`config.mk`:
```
export PLATFORM = sky130hd
export DESIGN_NAME = if_fetch_queue
export DESIGN_NICKNAME = d
export VERILOG_FILES = /design/src/rtl/if_fetch_queue.sv
export SDC_FILE = /design/constraint.sdc
export NUM_CORES = 1
export LEC_CHECK = 0
export BUFFER_PORTS_ARGS = -buffer_cell sky130_fd_sc_hd__buf_2
export CAP_MARGIN = 20
export CORE_MARGIN = 4
export CORE_UTILIZATION = 35
export DETAILED_ROUTE_END_ITERATION = 8
export GPL_ROUTABILITY_DRIVEN = 0
export PLACE_DENSITY = 0.54
export SETUP_SLACK_MARGIN = 0.02
export SLEW_MARGIN = 40
export SYNTH_ARGS = -nofsm -noshare
export SYNTH_HDL_FRONTEND = slang
export SYNTH_SLANG_ARGS = --single-unit
```
`constraint.sdc`:
```
create_clock -name clk -period 3.4 [get_ports clk]
set_input_delay 0.68 -clock clk [delete_from_list [all_inputs] [get_ports clk]]
set_output_delay 0.68 -clock clk [all_outputs]
set_load 0.02 [all_outputs]
```
`src/rtl/if_fetch_queue.sv`:
```
// Instruction-fetch stage with pipelined memory requests and a DEPTH-entry {pc, instr} queue.
// Redirects flush the queue and discard all in-flight responses.
module if_fetch_queue #(
  parameter int unsigned         XLEN      = 32,
  parameter int unsigned         DEPTH     = 4,
  parameter logic [XLEN-1:0]     RESET_PC  = '0,
  parameter logic [XLEN-1:0]     NOP_INSTR = XLEN'(32'h0000_0013)
) (
  input  logic            clk,
  input  logic            rst_n,
  input  logic            redirect_valid,
  input  logic [XLEN-1:0] redirect_pc,
  input  logic            if_stall,
  output logic            imem_req_valid,
  input  logic            imem_req_ready,
  output logic [XLEN-1:0] imem_req_addr,
  input  logic            imem_rsp_valid,
  input  logic [XLEN-1:0] imem_rsp_data,
  output logic [XLEN-1:0] instr,
  output logic [XLEN-1:0] if_pc,
  output logic            if_valid
);

  localparam int unsigned PW     = $clog2(DEPTH);
  localparam int unsigned CW     = PW + 1;
  localparam logic [CW-1:0] DepthC = CW'(DEPTH);
  localparam logic [CW:0]   DepthW = (CW+1)'(DEPTH);

  logic [XLEN-1:0] fetch_pc_q, fetch_pc_d;
  logic [CW-1:0]   count_q, count_d;
  logic [CW-1:0]   out_q, out_d;
  logic [CW-1:0]   drop_q, drop_d;
  logic [PW-1:0]   rd_ptr_q, rd_ptr_d, wr_ptr_q, wr_ptr_d;
  logic [PW-1:0]   tag_rd_q, tag_rd_d, tag_wr_q, tag_wr_d;

  logic [XLEN-1:0] fifo_pc_q    [DEPTH];
  logic [XLEN-1:0] fifo_instr_q [DEPTH];
  logic [XLEN-1:0] tag_q        [DEPTH];

  logic [CW:0] credit;
  logic [CW:0] drop_sum;
  logic        req_fire;
  logic        rsp_keep;
  logic        pop;

  assign credit   = {1'b0, count_q} + {1'b0, out_q};
  assign drop_sum = {1'b0, drop_q} + {1'b0, out_q};

  // Credit rule: every issued request is guaranteed a queue slot on return.
  assign imem_req_valid = rst_n && !redirect_valid && (credit < DepthW);
  assign imem_req_addr  = fetch_pc_q;
  assign req_fire       = imem_req_valid && imem_req_ready;
  assign rsp_keep       = imem_rsp_valid && !redirect_valid && (drop_q == '0);

  assign if_valid = !redirect_valid && (count_q != '0);
  assign instr    = if_valid ? fifo_instr_q[rd_ptr_q] : NOP_INSTR;
  assign if_pc    = if_valid ? fifo_pc_q[rd_ptr_q] : '0;
  assign pop      = if_valid && !if_stall;

  always_comb begin
    fetch_pc_d = fetch_pc_q;
    count_d    = count_q;
    out_d      = out_q;
    drop_d     = drop_q;
    rd_ptr_d   = rd_ptr_q;
    wr_ptr_d   = wr_ptr_q;
    tag_rd_d   = tag_rd_q;
    tag_wr_d   = tag_wr_q;
    if (redirect_valid) begin
      // Tags of dropped requests are discarded here, so drops never pop the tag queue.
      fetch_pc_d = redirect_pc;
      count_d    = '0;
      out_d      = '0;
      drop_d     = CW'(drop_sum - (CW+1)'(imem_rsp_valid));
      rd_ptr_d   = '0;
      wr_ptr_d   = '0;
      tag_rd_d   = '0;
      tag_wr_d   = '0;
    end else begin
      if (req_fire) begin
        fetch_pc_d = fetch_pc_q + XLEN'(4);
        tag_wr_d   = tag_wr_q + PW'(1);
      end
      if (imem_rsp_valid && (drop_q != '0)) begin
        drop_d = drop_q - CW'(1);
      end
      if (rsp_keep) begin
        tag_rd_d = tag_rd_q + PW'(1);
        wr_ptr_d = wr_ptr_q + PW'(1);
      end
      if (pop) begin
        rd_ptr_d = rd_ptr_q + PW'(1);
      end
      count_d = count_q + CW'(rsp_keep) - CW'(pop);
      out_d   = out_q + CW'(req_fire) - CW'(rsp_keep);
    end
  end

  always_ff @(posedge clk or negedge rst_n) begin
    if (!rst_n) begin
      fetch_pc_q <= RESET_PC;
      count_q    <= '0;
      out_q      <= '0;
      drop_q     <= '0;
      rd_ptr_q   <= '0;
      wr_ptr_q   <= '0;
      tag_rd_q   <= '0;
      tag_wr_q   <= '0;
    end else begin
      fetch_pc_q <= fetch_pc_d;
      count_q    <= count_d;
      out_q      <= out_d;
      drop_q     <= drop_d;
      rd_ptr_q   <= rd_ptr_d;
      wr_ptr_q   <= wr_ptr_d;
      tag_rd_q   <= tag_rd_d;
      tag_wr_q   <= tag_wr_d;
    end
  end

  always_ff @(posedge clk) begin
    if (req_fire) begin
      tag_q[tag_wr_q] <= fetch_pc_q;
    end
    if (rsp_keep) begin
      fifo_pc_q[wr_ptr_q]    <= tag_q[tag_rd_q];
      fifo_instr_q[wr_ptr_q] <= imem_rsp_data;
    end
  end

  a_rsp_expected: assert property (@(posedge clk) disable iff (!rst_n)
    !(imem_rsp_valid && (drop_sum == '0)));
  a_count_ovf: assert property (@(posedge clk) disable iff (!rst_n)
    !(!redirect_valid && rsp_keep && !pop && (count_q == DepthC)));
  a_out_ovf: assert property (@(posedge clk) disable iff (!rst_n)
    !(!redirect_valid && req_fire && !rsp_keep && (out_q == DepthC)));
  a_drop_ovf: assert property (@(posedge clk) disable iff (!rst_n)
    !(redirect_valid && ((drop_sum - (CW+1)'(imem_rsp_valid)) > DepthW)));

endmodule

```
# Word level (Yosys, flattened, before mapping)
# Memories as Yosys holds them, arrays and structs flattened.
# Cells that the tools add are included.
# classes
n_addsub,13
n_mul,0
div,0
n_lt_le_gt_ge,1
eq_ne,0
shifts,0
mux,20
n_bitwise,0
reduce_logical,17
# ops
op,count
$mux W32,4
$add A32 B3 Y32 const B,1
$mux W2,8
$mux W3,4
$sub A3 B1 Y3,3
$add A2 B1 Y2 const B,4
$logic_and A1 B1 Y1,8
$reduce_bool A2 Y1,4
$add A3 B1 Y3,2
$reduce_bool A3 Y1,2
$add A3 B3 Y4,1
$lt A4 B3 Y1 const B,1
$mux W1,4
$add A3 B3 Y3,1
$logic_not A3 Y1,1
$sub A3 B1 Y3 const B,1
$logic_not A1 Y1,2
# word_totals
ff_bits,49
latch_bits,0
ramBits,384
romBits,0
output_inout_bits,98
wordCells,62
n_memories,3
# memory_table
memory,words,width,rd,rd_clocked_by_memory_dff,write_ports,line,source
fifo_instr_q,4,32,1,0,1,37,logic [XLEN-1:0] fifo_instr_q [DEPTH];
fifo_pc_q,4,32,1,0,1,36,logic [XLEN-1:0] fifo_pc_q [DEPTH];
tag_q,4,32,1,0,1,38,logic [XLEN-1:0] tag_q [DEPTH];

# Depth between registers and ports, before layout
# Gate-level depths: netlist of the first run.
# logic_depth
depth_word,7
ltp_mapped,13
depth_no_buf,12

# Least setup slack after synthesis of the first run
# OpenSTA, ideal clock, no wires.
# synth_path
path_type,input to register
start,input imem_rsp_valid
end,"memory fifo_instr_q[0][0], enable pin"
t_arrival_ps,2672
required_time_ps,2971
setup_slack_ps,300
path_stages,3
path_buffers,0
cell_sequence,nand3b_1 -> nor2_1 -> and2_1
# synth_between
elab_chain_len,4
# synth_rtl
element,line,source
start: declaration,17,"input logic imem_rsp_valid,"
$logic_and A1 B1 Y1 (2 in a row),53,assign rsp_keep = imem_rsp_valid && !redirect_valid && (drop_q == '0);
$mux W1,125,if (rsp_keep) begin
$mux W1 (not written as such),127,fifo_instr_q[wr_ptr_q] <= imem_rsp_data;
end: declaration,37,
# Every way passes these cells.

# Final worst setup path of the first run
# layout_path
start,register rd_ptr_q[0]
end,output if_pc[29]
# layout_between
elab_chain_len,2
# layout_rtl
element,line,source
start: declaration,33,"logic [PW-1:0] rd_ptr_q, rd_ptr_d, wr_ptr_q, wr_ptr_d;"
start signal: assignment,114,rd_ptr_q <= rd_ptr_d;
$mem_v2 Z4 W32,--,
$mux W32,57,assign if_pc = if_valid ? fifo_pc_q[rd_ptr_q] : '0;
end: declaration,20,"output logic [XLEN-1:0] if_pc,"
# Every way passes these cells.

==> reports/metrics.csv, run 1 <==
stage,metric,value,unit
critical_path,critPathMaxFanout,19,
drt,drtIter0Drc,495,
critical_path,path_cells,"buf_12, mux4_2, and2_1, buf_2",
global_routing,grt_pass1_wl,59820,µm
final_layout,nets,1205,
placement,place_hpwl,24850,µm
synthesis,ys_warn_count,0,
die,start_util,0.3537,
sta,relSlewSlack,0.5162,
synthesis,synth_seq_area_share,0.7369,
synthesis,synth.ff_latch_count,433,
global_routing,antenna_found_initial,1,
die,rows,81,
critical_path,reg2reg_from,out_q[2],
sta,setup_slack,0.2252,ns
clocking,clock-sinks,433,
pwr,power.leakage,7.228,nW
synthesis,syn_area,17310,µm²
critical_path,r2r_cells,11,
synthesis,synth_most_common_cell,edfxtp_1,
global_routing,grt_pass1_vias,9461,
drt,dr.pass1.iters,5,
critical_path,cp_data_arrival_time,2.49,ns
final_layout,drive_gt1_frac,0.3391,
synthesis,netlist-cell-type-count,53,
clocking,cts_max_path_buffers,3,
clocking,post_cts_buffers,0,
synthesis,synth_common_cells,"edfxtp_1, mux4_2, and2_1",
die,die_area,53080,µm²
pwr,vdd_drop_max,318.8,µV
synthesis,synth.avg_cell_area,19.15,µm²
critical_path,crit_type,flop to primary output,
synthesis,synth_edf_count,384,
critical_path,crit_path_max_incr_delay,0.69,ns
sta,rsz0062_at_grt,false,
sta,period_needed,3.175,ns
clocking,cts_htree_levels,2,
critical_path,cp_data_required_time,2.72,ns
pwr,p_per_area,682.2,nW/µm²
critical_path,rrSetupSlack,0.72,ns
clocking,clk_pin_slew,0.06,ns
sta,timing.final.max_slew_violations,0,
drt,wl_per_cell,21.38,µm
placement,pre_cts_ws,0.5784,ns
critical_path,crit_slowest_cell,dfrtp_4,
global_routing,grt_max_degree,50,
die,io_pins,168,
sta,finalHoldViolations,0,
die,core-area,48950,µm²
drt,viasPerCell,4.940,
synthesis,synthTopCellsByArea,"edfxtp_1, mux4_2, dfrtp_1, and2_1, ha_1",
final_layout,syn_to_final_growth,19.70,%
critical_path,worstSetupStartpointType,flop,
clocking,cts.repair.resized,0,
die,die_h,230.4,µm
drt,vias,8961,
sta,fin_skew,0.01413,ns
final_layout,diodes,0,
final_layout,final_area,20720,µm²
synthesis,synth_fp_nets,997,
critical_path,worst-path-stages,4,
synthesis,async_flop_share,0.1132,
critical_path,worstPathBufferInverterCount,2,
clocking,cts-buffers-inserted,47,
sta,setup_violations,0,
clocking,cts_tree,done,
sta,tns,0,ns
job,max_cap_violations,0,
synthesis,yosysTopAreaCellShare,0.6661,
min_path,hp-class,primary input to asynchronous set/reset pin,
placement,dpl-instance-area,19240,µm²
global_routing,globalRouteTotalUtil,0.1477,
placement,io_buffer_count,167,
global_routing,gr-total-overflow,0,
outcome,status,finished clean,
pwr,total_power,14.14,mW
sta,period_share,0.9338,
sta,fmax,315.0,MHz
clocking,cts_root_buf,clkbuf_16,
synthesis,postSynthCellCount,904,
critical_path,r2r-end,out_q[2],
drt,wl,38780,µm
synthesis,yosysTopAreaCell,edfxtp_1,
drt,drtAntennaViolNets,0,
clocking,clkLatencyLatePin,0.57,ns
critical_path,critPathTopFamily,flip-flops,
sta,whs,0.3202,ns
critical_path,end_kind,primary output,
drt,drc,0,
synthesis,ys_dominant_reg_cell,edfxtp_1,
sta,tightest_slew,0.7257,ns
clocking,cts_hold_buf,0,
die,die_width,230.4,µm
==> area by class of cell <==
cell class | instances | area [µm²]
Clock buffer | 53 | 1220
Clock inverter | 34 | 259.0
Fill cell | 4412 | 28230
Inverter | 22 | 85.08
Multi-Input combinational cell | 404 | 4285
Sequential cell | 433 | 12770
Tap cell | 664 | 830.8
Timing Repair Buffer | 204 | 1276
==> metrics by stage <==
step | util | cells
6_report | 0.4233 | 1814
5_1_grt | 0.4233 | 1814
4_1_cts | 0.4233 | 1814
3_5_place_dp | 0.3931 | 1727
3_3_place_gp | 0.3931 | 1727
2_1_floorplan | - | 904
==> registers in the layout, summed over array words and instances, names as in the netlist <==
name,cells
tag_rd_q,2
wr_ptr_q,2
imem_req_addr,32
tag_wr_q,2
drop_q,3
rd_ptr_q,2
count_q,3
tag_q,128
fifo_instr_q,128
out_q,3
fifo_pc_q,128
==> worst max path at each step <==
stage	end	startpoint	slack, ns
final	if_pc[29]	rd_ptr_q[0]	0.23
after global routing	if_pc[22]	rd_ptr_q[0]	0.06
after CTS	if_pc[22]	rd_ptr_q[0]	0.1
after detailed placement	count_q[2]	imem_rsp_valid	0.58
after global placement	count_q[2]	imem_rsp_valid	0.66
after floorplan	fifo_instr_q[0][0]	imem_rsp_valid	0.30
==> metal layers <==
metal | vias up | track usage | wire (µm)
met4 | 2 | 0.04026 | 718
li1 | 4023 | - | -
met3 | 53 | 0.02789 | 1915
met1 | 4657 | 0.2085 | 17500
met2 | 226 | 0.2370 | 18630
met5 | - | 0 | 7
==> kinds of logic after synthesis <==
logic type               share of synthesized area
buffers and inverters                      0.01655
XOR/XNOR                                  0.006577
adder cells (fa/ha/maj)                    0.01792
multiplexers                                0.1314
AND/OR/NAND/NOR                            0.06548
AO/OA/AOI/OAI                              0.02515
flip-flops                                  0.7369
==> power by group <==
part           internal, mW  leakage, nW  switching (mW)  total [mW]
clock                  2.81        0.727            2.05        4.86
sequential             6.19         4.08           0.332        6.53
combinational          1.21         2.43            1.53        2.75
==> cells in the final DEF (no fill, tap or decap), drive strengths merged, types with 10 or more instances in the layout <==
master  count
nor2       27
ha         20
clkbuf     53
inv        24
edfxtp    384
o211ai     10
nand4      12
nand2      37
buf       204
clkinv     26
and2       73
nand3      19
o21ai      19
dfrtp      49
mux4       96
No activity file was read; power rests on OpenSTA's default activity.
==> inputs of run 2 (changes only) <==
Settings changed: CORE_UTILIZATION 35 to 45, CTS_CLUSTER_DIAMETER from default to 200, PLACE_DENSITY 0.54 to 0.65.
==> reports/metrics.csv, run 2 (synthesis gave the netlist of run 1 again) <==
stage,metric,value,unit
die,start_util,0.4574,
placement,pre_cts_ws,0.5669,ns
critical_path,path_cells,"buf_12, buf_12, mux4_2, and2_1, buf_2",
critical_path,crit_slowest_cell,dfrtp_4,
job,max_cap_violations,0,
global_routing,gr-total-overflow,0,
critical_path,critPathMaxFanout,24,
die,die_width,204.1,µm
clocking,cts_htree_levels,2,
global_routing,antenna_found_initial,1,
clocking,cts_hold_buf,0,
clocking,clk_pin_slew,0.06,ns
final_layout,drive_gt1_frac,0.3348,
critical_path,cp_data_arrival_time,2.36,ns
clocking,cts_root_buf,clkbuf_16,
pwr,vdd_drop_max,375.0,µV
sta,period_needed,3.045,ns
die,die_h,204.1,µm
sta,fin_skew,0.01418,ns
clocking,cts-buffers-inserted,45,
final_layout,syn_to_final_growth,18.39,%
die,core-area,37840,µm²
sta,period_share,0.8955,
final_layout,final_cell_mix,"edfxtp_1, buf_2, mux4_2",
global_routing,globalRouteTotalUtil,0.1735,
critical_path,rrSetupSlack,0.71,ns
final_layout,final_common_cell,edfxtp_1,
die,die_area,41670,µm²
critical_path,worstSetupStartpointType,flop,
final_layout,nets,1203,
sta,tns,0,ns
critical_path,worstPathBufferInverterCount,3,
critical_path,end_kind,primary output,
outcome,status,finished clean,
drt,vias,8945,
global_routing,grt_pass1_vias,9178,
critical_path,crit_type,flop to primary output,
placement,io_buffer_count,167,
critical_path,cp_data_required_time,2.72,ns
sta,tightest_slew,0.7289,ns
min_path,hp-class,primary input to asynchronous set/reset pin,
sta,finalHoldViolations,0,
drt,viasPerCell,5.395,
clocking,cts_tree,done,
die,io_pins,168,
final_layout,largestRegisters,"fifo_instr_q x128, fifo_pc_q x128, tag_q x128",
sta,timing.final.max_slew_violations,0,
global_routing,grt_pass1_wl,55320,µm
sta,setup_violations,0,
pwr,power.leakage,7.205,nW
clocking,cts_max_path_buffers,3,
final_layout,diodes,0,
die,rows,71,
sta,rsz0062_at_grt,false,
sta,setup_slack,0.3551,ns
critical_path,critPathTopFamily,flip-flops,
critical_path,critPathMostFrequentCell,buf_12,
final_layout,final.fill_count,3012,
drt,dr.pass1.iters,5,
drt,drc,0,
clocking,clock-sinks,433,
sta,fmax,328.4,MHz
drt,drtAntennaViolNets,0,
drt,wl,35740,µm
sta,relSlewSlack,0.5141,
pwr,p_per_area,682.7,nW/µm²
clocking,clkLatencyLatePin,0.56,ns
global_routing,grt_max_degree,52,
placement,place_hpwl,22880,µm
drt,drtIter0Drc,576,
drt,wl_per_cell,21.56,µm
critical_path,crit_path_max_incr_delay,0.54,ns
[run 2: changes by cell type in the layout (fill, tap and decap cells not counted), sizes merged]
cell | previous run | this run
bufinv | 3 | 2
clkbuf | 53 | 64
clkinv | 26 | 15
inv | 24 | 23
clkinvlp | 3 | 2
[run 2: area by class of cell]
class | count | area, µm² | area share
sequential | 433 | 12770 | 0.6229
multi-input combinational | 404 | 4285 | 0.2091
clock buffer | 64 | 1290 | 0.06294
clock inverter | 20 | 152.6 | 0.007448
tap | 511 | 639.4 | 0.03120
inverter | 22 | 85.08 | 0.004151
timing repair buffer | 204 | 1276 | 0.06227
[run 2: routing by layer]
metal  vias up  global-route usage  routed length [µm]
met3        40             0.03285                2067
met1      4608              0.2473               15720
li1       4026                   -                   -
met4         2             0.04451                 550
met2       269              0.2804               17400
met5         -                   0                   7
[run 2: path summary, 6_finish.rpt]
path / from / to / cells past startpoint
max: rd_ptr_q[0] / instr[26] / 5
min: rst_n / imem_req_addr[24] / 2
max reg2reg: count_q[2] / out_q[2] / 11
min reg2reg: drop_q[2] / drop_q[2] / 1
max in group asynchronous: rst_n / rd_ptr_q[0] / 2
min in group clk: redirect_pc[18] / imem_req_addr[18] / 3
[run 2: per-stage QoR]
stage | utilization | instances | power, mW | hold slack (ns) | cell area [µm²]
4_1_cts | 0.5400 | 1652 | 14.12 | 0.2929 | 20440
3_3_place_gp | 0.5019 | 1568 | 9.334 | 0.4841 | 18990
3_5_place_dp | 0.5019 | 1568 | 9.367 | 0.4798 | 18990
6_report | 0.5416 | 1658 | 13.99 | 0.2882 | 20490
2_1_floorplan | - | 904 | 8.391 | 0.3844 | 17310
5_1_grt | 0.5416 | 1658 | 14.65 | 0.3209 | 20490
[run 2: power breakdown]
part           leakage [nW]  internal [mW]  switching (mW)
clock                 0.703           2.79            1.94
combinational          2.43           1.25            1.51
sequential             4.08           6.19           0.304
total                  7.21           10.2            3.75
[run 2: repair_timing]
item	in CTS	in global routing
resized for setup	0	0
setup endpoints to repair	0	10
buffers inserted	0	6
